$ cat config.mk
export PLATFORM = sky130hd
export DESIGN_NAME = decode_stage_module_flat
export DESIGN_NICKNAME = d
export VERILOG_FILES = /design/src/rtl/decode_stage_module_if.sv /design/src/rtl/decode_stage_module.sv /design/src/flat_wrapper.sv
export SDC_FILE = /design/constraint.sdc
export NUM_CORES = 2
export LEC_CHECK = 0
export ABC_AREA = 1
export CORE_ASPECT_RATIO = 1.25
export CORE_UTILIZATION = 45
export CTS_CLUSTER_SIZE = 30
export DETAILED_ROUTE_END_ITERATION = 16
export SETUP_SLACK_MARGIN = 0.2
export SLEW_MARGIN = 20
export SYNTH_ARGS = -nofsm -noshare
export SYNTH_HDL_FRONTEND = slang
export SYNTH_SLANG_ARGS = --single-unit
$ cat constraint.sdc
create_clock -name clk -period 1.6 [get_ports clk]
set_input_delay 0.32 -clock clk [delete_from_list [all_inputs] [get_ports clk]]
set_output_delay 0.32 -clock clk [all_outputs]
set_load 0.02 [all_outputs]
$ cat src/rtl/decode_stage_module_if.sv
// decode_stage_module_if: fetch-side inputs, writeback port and ID/EX outputs of the decode stage.
// Revision: 1.0
`default_nettype none

interface decode_stage_module_if #(
  parameter int XLEN = 32
);
  logic [31:0]     InstrD;
  logic [XLEN-1:0] PCD;
  logic [XLEN-1:0] PCPlus4D;
  logic            RegWriteW;
  logic [4:0]      RDW;
  logic [XLEN-1:0] ResultW;

  logic            RegWriteE;
  logic [1:0]      ResultSrcE;
  logic            MemWriteE;
  logic            JumpE;
  logic            BranchE;
  logic [2:0]      ALUControlE;
  logic            ALUSrcE;
  logic [XLEN-1:0] RD1E;
  logic [XLEN-1:0] RD2E;
  logic [XLEN-1:0] ImmExtE;
  logic [4:0]      RDE;
  logic [XLEN-1:0] PCE;
  logic [XLEN-1:0] PCPlus4E;

  modport master (
    output InstrD, PCD, PCPlus4D, RegWriteW, RDW, ResultW,
    input  RegWriteE, ResultSrcE, MemWriteE, JumpE, BranchE, ALUControlE,
           ALUSrcE, RD1E, RD2E, ImmExtE, RDE, PCE, PCPlus4E
  );

  modport slave (
    input  InstrD, PCD, PCPlus4D, RegWriteW, RDW, ResultW,
    output RegWriteE, ResultSrcE, MemWriteE, JumpE, BranchE, ALUControlE,
           ALUSrcE, RD1E, RD2E, ImmExtE, RDE, PCE, PCPlus4E
  );
endinterface

`default_nettype wire

$ cat src/rtl/decode_stage_module.sv
// decode_stage_module: RV32I-subset decode, 32x32 register file with write-through, ID/EX registers.
// Revision: 1.0
`default_nettype none

module decode_stage_module #(
  parameter int REG_COUNT = 32,
  parameter int XLEN      = 32
) (
  input  wire logic            clk,
  input  wire logic            rst,
  decode_stage_module_if.slave bus
);
  localparam logic [6:0] c_OP_LW   = 7'b0000011;
  localparam logic [6:0] c_OP_SW   = 7'b0100011;
  localparam logic [6:0] c_OP_R    = 7'b0110011;
  localparam logic [6:0] c_OP_I    = 7'b0010011;
  localparam logic [6:0] c_OP_BEQ  = 7'b1100011;
  localparam logic [6:0] c_OP_JAL  = 7'b1101111;
  localparam logic [2:0] c_ALU_ADD = 3'b000;
  localparam logic [2:0] c_ALU_SUB = 3'b001;
  localparam logic [2:0] c_ALU_AND = 3'b010;
  localparam logic [2:0] c_ALU_OR  = 3'b011;
  localparam logic [2:0] c_ALU_SLT = 3'b101;

  logic [XLEN-1:0] r_rf [REG_COUNT];

  logic [6:0]      w_opcode;
  logic [2:0]      w_funct3;
  logic [4:0]      w_rs1;
  logic [4:0]      w_rs2;
  logic [XLEN-1:0] w_imm_i;
  logic [XLEN-1:0] w_imm_s;
  logic [XLEN-1:0] w_imm_b;
  logic [XLEN-1:0] w_imm_j;
  logic [2:0]      w_alu_f3;
  logic            w_wb_en;
  logic [XLEN-1:0] w_rd1;
  logic [XLEN-1:0] w_rd2;

  logic            w_reg_write;
  logic [1:0]      w_result_src;
  logic            w_mem_write;
  logic            w_jump;
  logic            w_branch;
  logic [2:0]      w_alu_ctl;
  logic            w_alu_src;
  logic [XLEN-1:0] w_imm;

  assign w_opcode = bus.InstrD[6:0];
  assign w_funct3 = bus.InstrD[14:12];
  assign w_rs1    = bus.InstrD[19:15];
  assign w_rs2    = bus.InstrD[24:20];

  assign w_imm_i = {{(XLEN-12){bus.InstrD[31]}}, bus.InstrD[31:20]};
  assign w_imm_s = {{(XLEN-12){bus.InstrD[31]}}, bus.InstrD[31:25], bus.InstrD[11:7]};
  assign w_imm_b = {{(XLEN-12){bus.InstrD[31]}}, bus.InstrD[7], bus.InstrD[30:25],
                    bus.InstrD[11:8], 1'b0};
  assign w_imm_j = {{(XLEN-20){bus.InstrD[31]}}, bus.InstrD[19:12], bus.InstrD[20],
                    bus.InstrD[30:21], 1'b0};

  always_comb begin
    w_alu_f3 = c_ALU_ADD;
    case (w_funct3)
      3'b111:  w_alu_f3 = c_ALU_AND;
      3'b110:  w_alu_f3 = c_ALU_OR;
      3'b010:  w_alu_f3 = c_ALU_SLT;
      default: w_alu_f3 = c_ALU_ADD;
    endcase
  end

  always_comb begin
    w_reg_write  = 1'b0;
    w_result_src = 2'b00;
    w_mem_write  = 1'b0;
    w_jump       = 1'b0;
    w_branch     = 1'b0;
    w_alu_ctl    = c_ALU_ADD;
    w_alu_src    = 1'b0;
    w_imm        = '0;
    case (w_opcode)
      c_OP_LW: begin
        w_reg_write  = 1'b1;
        w_result_src = 2'b01;
        w_alu_src    = 1'b1;
        w_imm        = w_imm_i;
      end
      c_OP_SW: begin
        w_mem_write = 1'b1;
        w_alu_src   = 1'b1;
        w_imm       = w_imm_s;
      end
      c_OP_R: begin
        w_reg_write = 1'b1;
        w_alu_ctl   = (w_funct3 == 3'b000 && bus.InstrD[30]) ? c_ALU_SUB : w_alu_f3;
      end
      c_OP_I: begin
        w_reg_write = 1'b1;
        w_alu_src   = 1'b1;
        w_imm       = w_imm_i;
        w_alu_ctl   = w_alu_f3;
      end
      c_OP_BEQ: begin
        w_branch  = 1'b1;
        w_imm     = w_imm_b;
        w_alu_ctl = c_ALU_SUB;
      end
      c_OP_JAL: begin
        w_reg_write  = 1'b1;
        w_jump       = 1'b1;
        w_result_src = 2'b10;
        w_imm        = w_imm_j;
      end
      default: ;
    endcase
  end

  // A same-cycle writeback wins over the stored value so dependent reads see the new data.
  assign w_wb_en = bus.RegWriteW && (bus.RDW != 5'd0);
  assign w_rd1 = (w_rs1 == 5'd0) ? '0 :
                 (w_wb_en && bus.RDW == w_rs1) ? bus.ResultW : r_rf[w_rs1];
  assign w_rd2 = (w_rs2 == 5'd0) ? '0 :
                 (w_wb_en && bus.RDW == w_rs2) ? bus.ResultW : r_rf[w_rs2];

  always_ff @(posedge clk or negedge rst) begin
    if (!rst) begin
      for (int i = 0; i < REG_COUNT; i++) begin
        r_rf[i] <= '0;
      end
    end else if (w_wb_en) begin
      r_rf[bus.RDW] <= bus.ResultW;
    end
  end

  always_ff @(posedge clk or negedge rst) begin
    if (!rst) begin
      bus.RegWriteE   <= 1'b0;
      bus.ResultSrcE  <= 2'b00;
      bus.MemWriteE   <= 1'b0;
      bus.JumpE       <= 1'b0;
      bus.BranchE     <= 1'b0;
      bus.ALUControlE <= 3'b000;
      bus.ALUSrcE     <= 1'b0;
      bus.RD1E        <= '0;
      bus.RD2E        <= '0;
      bus.ImmExtE     <= '0;
      bus.RDE         <= 5'd0;
      bus.PCE         <= '0;
      bus.PCPlus4E    <= '0;
    end else begin
      bus.RegWriteE   <= w_reg_write;
      bus.ResultSrcE  <= w_result_src;
      bus.MemWriteE   <= w_mem_write;
      bus.JumpE       <= w_jump;
      bus.BranchE     <= w_branch;
      bus.ALUControlE <= w_alu_ctl;
      bus.ALUSrcE     <= w_alu_src;
      bus.RD1E        <= w_rd1;
      bus.RD2E        <= w_rd2;
      bus.ImmExtE     <= w_imm;
      bus.RDE         <= bus.InstrD[11:7];
      bus.PCE         <= bus.PCD;
      bus.PCPlus4E    <= bus.PCPlus4D;
    end
  end
endmodule

`default_nettype wire

$ cat src/flat_wrapper.sv
// flat-port wrapper written by rule: the top's interface ports become plain ports
module decode_stage_module_flat 
#(
  parameter int REG_COUNT = 32,
  parameter int XLEN      = 32
)
  (clk, rst, bus_InstrD, bus_PCD, bus_PCPlus4D, bus_RegWriteW, bus_RDW, bus_ResultW, bus_RegWriteE, bus_ResultSrcE, bus_MemWriteE, bus_JumpE, bus_BranchE, bus_ALUControlE, bus_ALUSrcE, bus_RD1E, bus_RD2E, bus_ImmExtE, bus_RDE, bus_PCE, bus_PCPlus4E);
  decode_stage_module_if #(.XLEN(XLEN)) bus_i ();
  input  wire logic clk;
  input  wire logic rst;
  input wire logic [$bits(bus_i.InstrD)-1:0] bus_InstrD;
  input wire logic [$bits(bus_i.PCD)-1:0] bus_PCD;
  input wire logic [$bits(bus_i.PCPlus4D)-1:0] bus_PCPlus4D;
  input wire logic [$bits(bus_i.RegWriteW)-1:0] bus_RegWriteW;
  input wire logic [$bits(bus_i.RDW)-1:0] bus_RDW;
  input wire logic [$bits(bus_i.ResultW)-1:0] bus_ResultW;
  output wire logic [$bits(bus_i.RegWriteE)-1:0] bus_RegWriteE;
  output wire logic [$bits(bus_i.ResultSrcE)-1:0] bus_ResultSrcE;
  output wire logic [$bits(bus_i.MemWriteE)-1:0] bus_MemWriteE;
  output wire logic [$bits(bus_i.JumpE)-1:0] bus_JumpE;
  output wire logic [$bits(bus_i.BranchE)-1:0] bus_BranchE;
  output wire logic [$bits(bus_i.ALUControlE)-1:0] bus_ALUControlE;
  output wire logic [$bits(bus_i.ALUSrcE)-1:0] bus_ALUSrcE;
  output wire logic [$bits(bus_i.RD1E)-1:0] bus_RD1E;
  output wire logic [$bits(bus_i.RD2E)-1:0] bus_RD2E;
  output wire logic [$bits(bus_i.ImmExtE)-1:0] bus_ImmExtE;
  output wire logic [$bits(bus_i.RDE)-1:0] bus_RDE;
  output wire logic [$bits(bus_i.PCE)-1:0] bus_PCE;
  output wire logic [$bits(bus_i.PCPlus4E)-1:0] bus_PCPlus4E;
  assign bus_i.InstrD = bus_InstrD;
  assign bus_i.PCD = bus_PCD;
  assign bus_i.PCPlus4D = bus_PCPlus4D;
  assign bus_i.RegWriteW = bus_RegWriteW;
  assign bus_i.RDW = bus_RDW;
  assign bus_i.ResultW = bus_ResultW;
  assign bus_RegWriteE = bus_i.RegWriteE;
  assign bus_ResultSrcE = bus_i.ResultSrcE;
  assign bus_MemWriteE = bus_i.MemWriteE;
  assign bus_JumpE = bus_i.JumpE;
  assign bus_BranchE = bus_i.BranchE;
  assign bus_ALUControlE = bus_i.ALUControlE;
  assign bus_ALUSrcE = bus_i.ALUSrcE;
  assign bus_RD1E = bus_i.RD1E;
  assign bus_RD2E = bus_i.RD2E;
  assign bus_ImmExtE = bus_i.ImmExtE;
  assign bus_RDE = bus_i.RDE;
  assign bus_PCE = bus_i.PCE;
  assign bus_PCPlus4E = bus_i.PCPlus4E;
  decode_stage_module #(.REG_COUNT(REG_COUNT), .XLEN(XLEN)) u_core (.clk(clk), .rst(rst), .bus(bus_i));
endmodule
Word level (Yosys, flattened, before mapping). Cells that the tools add are included.

Register bits: 1199. Output and inout bits: 175. Word-level logic and storage cells: 98.

Order comparisons: 4. Eq/ne operators: 11. Muxes and demuxes: 23. Bitwise gates (word level): 3. Reduce and logical (&&, ||, !) cells: 12.

Operators with widths (number): 1024-bit bitwise mux (1); 32-bit binary-select mux with 5-bit select (2); 32-bit 2-to-1 mux (9); 32-bit demux with 5-bit select (1); 32-bit case mux with 4 select lines (1); 6-bit >= comparator, second input constant (3); 5-bit NOT with 6-bit output (3); 3-bit case mux with 3 select lines (2); 7-bit by 6-bit == test with 1-bit output, second input constant (2); 7-bit == test, second input constant (2); 5-bit == test (2); 5-bit zero test (2); 7-bit by 2-bit == test with 1-bit output, second input constant (1); 7-bit by 5-bit == test with 1-bit output, second input constant (1); 3-bit == test, second input constant (2); 6-bit by 1-bit less-than comparator with 1-bit output, second input constant (1); 1-bit logical AND (5); 1-bit 2-to-1 mux (5); 5-bit nonzero test (1); 2-bit case mux with 2 select lines (1); 4-bit OR reduction (1); 3-bit by 2-bit == test with 1-bit output, second input constant (1); 3-bit zero test (1); 3-bit 2-to-1 mux (1); other kinds (2) (2).

Longest topological paths before layout.
Depth in word-level cells: 6. Gate-level depth with buffers: 14. Depth with buffers taken out: 11.

Worst setup path after synthesis. Ideal clock, no wire load.

Path type: input to register. From: input port bus_RDW[2]. To: register u_core.bus.RD2E[18] in the netlist's numbering. Setup time: 0.121 ns. Arrival: 1.546 ns. Data required time: 1.479 ns. Setup slack: -0.067 ns. Stages: 10. Buffers on the path: 2. Cells stage by stage: buf_4 nor3_2 nand2_1 nand2_1 inv_2 nand3_1 clkinv_1 clkbuf_1 nor2_1 nor2_1.

Longest elaborated chain between the ends: 5. Elaborated cells on any way between the ends: 6.

RTL lines: start, declared (RTL line flat_wrapper.sv:15) `input wire logic [$bits(bus_i.RDW)-1:0] bus_RDW;`; 5-bit nonzero test (RTL line decode_stage_module.sv:118) `assign w_wb_en = bus.RegWriteW && (bus.RDW != 5'd0);`; 1-bit logical AND (RTL line decode_stage_module.sv:118); 1-bit logical AND * (RTL line decode_stage_module.sv:122) `(w_wb_en && bus.RDW == w_rs2) ? bus.ResultW : r_rf[w_rs2];`; 32-bit 2-to-1 mux * (RTL line decode_stage_module.sv:122); 32-bit 2-to-1 mux * (RTL line decode_stage_module.sv:121) `assign w_rd2 = (w_rs2 == 5'd0) ? '0 :`; net u_core.w_rd2[18] (RTL line decode_stage_module.sv:38) `logic [XLEN-1:0] w_rd2;`; end signal, assigned (RTL line decode_stage_module.sv:158) `bus.RD2E <= w_rd2;`; end, declared (RTL line decode_stage_module_if.sv:38) `ALUSrcE, RD1E, RD2E, ImmExtE, RDE, PCE, PCPlus4E`.

The timed path passes the listed nets; every way through them passes the cells marked *. A chain may end at the register's enable or synchronous reset.

Worst setup path in the final report.
From: register u_core.bus.RD1E[18] in the netlist's numbering. To: output port bus_RD1E[18].

RTL lines: start, declared (RTL line decode_stage_module_if.sv:38); start signal, assigned (RTL line decode_stage_module.sv:157) `bus.RD1E <= w_rd1;`; end, declared (RTL line flat_wrapper.sv:24) `output wire logic [$bits(bus_i.RD1E)-1:0] bus_RD1E;`.

No word-level cell between the ends.

==> results.cfg <==
[setup_path]
slowest_delay_ns = 0.44
path_cells = buf_12 > buf_8
reg2reg_depth = 11
worstReg2RegStart = u_core.r_rf[114]
path_class = flip-flop to output port
crit_path_top_delay_cell = dfrtp_1
critPathTopFamily = flip-flops
timing.rr.end = u_core.bus.RD2E[18]
cp-start-kind = flip-flop
worstPathArrival_ns = 1.51
r2r_slack_ns = 0.11
path_max_fanout = 1
cp.buffers_inverters = 2
required_ns = 1.28
cp-end-kind = output port

[timing]
fmax_mhz = 546.8
fin_tns_setup_ns = -9.814
post-route-min-period_ns = 1.829
layout_setup_ws_ns = -0.2287
relSlewSlack_pct = 56.95
rsz0062_at_grt = yes
setup_viol = 163
fin_worst_skew_ns = 0.03604
hold_viol = 0
min_period_over_period_pct = 114.3
tightestPinTransition_ns = 0.6458
drv_slew = 0

[cts]
cts_htree_levels = 4
cts_buffer_depth = 3
root_buffer = clkbuf_16
cts_num_sinks = 1187
clkLatencyLatePin_ns = 0.80
clkSlewWorstSetupHoldPaths_ns = 0.06
cts_inserted_buffers = 132
cts_tree = built

[status]
violations = setup timing
status = finished with violations

[die]
fp.dieArea_sq_um = 143800
initial_core_util_pct = 45.39
core.rowCount = 154
die_w_um = 339.4
core_area_sq_um = 141000
die_h_um = 423.7
pin_count = 311

[global_routing]
grt_antenna_before_repair = 5
grt_pass1_vias = 62950
grt-ovfl-total = 0
grt_max_degree = 82
grt_pass1_wl_um = 398800
grtUsageTotal_pct = 36.78

[placed_design]
io_buffers = 310
dpl.hpwl_um = 178200
dp_cells = 11320
placed_cell_area_sq_um = 75580
place_ws_ns = -0.8415
globalplace.congestion = 0.9619

[yosys]
synth_compound_area_share_pct = 13.42
synth_cell_types = 30
syn_area_per_cell_sq_um = 7.010
ys_ff_latch = 1187
synth_top_family_by_area = simple AND/OR/NAND/NOR gates
yosys_warnings = 0
syn_area_sq_um = 64020
synth_xor_area_share_pct = 0.05472
syn-num-nets = 9269
yosysSeqAreaShare_pct = 46.40
synthAdderAreaFrac_pct = 0
synthCells = 9133
synth-simple-area-share_pct = 29.86
synthMuxAreaShare_pct = 0

[finish]
fin_area_sq_um = 82370
instances_no_fill = 11680
num-fill-cells = 12910
areaGrowthSynthToFinish_pct = 28.67
drive_gt1_share_pct = 15.85
final_nets = 9842

[drt]
routed_wl_um = 268200
vias = 66430
first_pass_iters = 8
avgRoutedWirePerCell_um = 22.97
drc_errors = 0
antenna_left = 0
vias_per_cell = 5.689
drt_iter0_drc = 8173

[min_path]
min_path_type = input port to asynchronous set/reset pin

[power]
power.density_nw_per_um2 = 1106
p_leak_nw = 40.53
p_total_w = 0.09111
ir_drop_uv = 851.1

[job]
max-cap-violations = 0
## registers in the layout, indices dropped and copies added (netlist names)
register                count
u_core.bus.RD1E            32
u_core.bus.JumpE            1
u_core.bus.ResultSrcE       1
u_core.bus.RegWriteE        1
u_core.bus.PCPlus4E        32
u_core.bus.ImmExtE         21
u_core.bus.RD2E            32
u_core.bus.RDE              5
u_core.bus.ALUControlE      3
u_core.r_rf              1024
u_core.bus.MemWriteE        1
u_core.bus.PCE             32
u_core.bus.ALUSrcE          1
u_core.bus.BranchE          1
## where the power goes
group / internal [W] / leakage, nW / total, W / switching, W
combinational: 0.00840 / 23.4 / 0.0209 / 0.0125
sequential: 0.0352 / 15.0 / 0.0388 / 0.00361
clock: 0.0182 / 2.15 / 0.0313 / 0.0131
## worst max path at each step
stage | startpoint | end | cells after the start
floorplan | bus_InstrD[16] | u_core.bus.RD1E[10] | 10
global placement | bus_RDW[2] | u_core.bus.RD1E[1] | 10
detailed placement | bus_RDW[2] | u_core.bus.RD1E[5] | 8
CTS | u_core.bus.RD1E[18] | bus_RD1E[18] | 2
global route | u_core.bus.RD1E[18] | bus_RD1E[18] | 2
finish | u_core.bus.RD1E[18] | bus_RD1E[18] | 2
## layout make-up
type / count / area (sq um) / area share (%)
clock buffer: 194 / 3966 / 4.815
timing repair buffer: 1177 / 13480 / 16.36
sequential: 1187 / 29740 / 36.10
tap: 1872 / 2342 / 2.843
multi-input combinational: 6296 / 28990 / 35.20
antenna: 4 / 10.01 / 0.01215
inverter: 912 / 3478 / 4.223
clock inverter: 34 / 369.1 / 0.4481
## cells by family after synthesis
family,count (synthesis)
buffers and inverters,1650
DFF,1187
xor gates and xnor gates,4
and+or+nand+nor,4670
AOI/OAI and AO/OA,1622
## placed cells by master, fill, tap and decap left out, types with 8 or more instances in the layout
cell type           n
nand2_1          3077
dfrtp_1          1159
o21ai_0          1035
nand3_1          1026
inv_1             870
buf_4             520
buf_12            273
nor2_1            265
o21ai_1           197
a21oi_1           188
o211ai_1          187
buf_6             178
clkbuf_16         141
clkdlybuf4s50_1   119
nand2_2            95
nand3_2            90
dlygate4sd3_1      71
inv_2              32
nand2_4            31
clkbuf_1           28
dfrtp_2            28
clkbuf_8           26
clkinv_2           24
nor2_2             24
nor2_4             23
or2_4              11
a21oi_2             8
## repair_timing
| action | CTS | global route |
|---|---|---|
| buffers inserted | 14 | 38 |
| hold buffers | 71 | 0 |
| resized for setup | 1171 | 248 |
| setup endpoints to repair | 371 | 462 |
| hold endpoints to repair | 1250 | 0 |
| gates cloned | 0 | 1 |
| pin swaps | 37 | 160 |
## per-layer routing
metal / track usage [%] / wire, um / vias to the layer above
met5: 0 / 42 / -
met4: 19.25 / 14630 / 6
met3: 8.553 / 29230 / 769
met2: 55.93 / 118200 / 3784
met1: 48.73 / 106100 / 31690
li1: - / - / 30180
## synth_stat cells, drive strengths merged
cell type / number / area (sq um)
nor2: 312 / 1189
nand4: 6 / 37.54
o22ai: 1 / 6.260
o221ai: 1 / 8.760
o21ai: 1235 / 6181
dfrtp: 1187 / 29700
o211ai: 187 / 1404
nand2: 3203 / 12040
nor3: 14 / 132.6
buf: 323 / 1592
clkbuf: 415 / 1558
nor4: 2 / 27.53
clkinv: 4 / 15.01
and3: 1 / 6.260
or2: 14 / 87.59
inv: 908 / 3408
nand3: 1118 / 5595
a21oi: 198 / 991.0
xor2: 4 / 35.03
## metrics by stage
stage / hold slack, ns / utilization (%)
2_1_floorplan: 0.02441 / -
3_3_place_gp: 0.1906 / 53.59
3_5_place_dp: 0.1916 / 53.59
4_1_cts: 0.0002721 / 57.60
5_1_grt: 0.03897 / 58.40
6_report: 0.02115 / 58.40
## worst reg2reg max path, cell delays in order, from the launching register on
cell and delay, ns:
dfrtp_1 0.38, or2_4 0.23, nand3_2 0.07, nand3_2 0.08
nand2_4 0.11, nand2_2 0.05, nand2_1 0.06, nor2_1 0.04
buf_4 0.13, nor2_4 0.07, nor2_2 0.04, buf_4 0.13
Note: power is estimated with default switching activity, not from simulation.
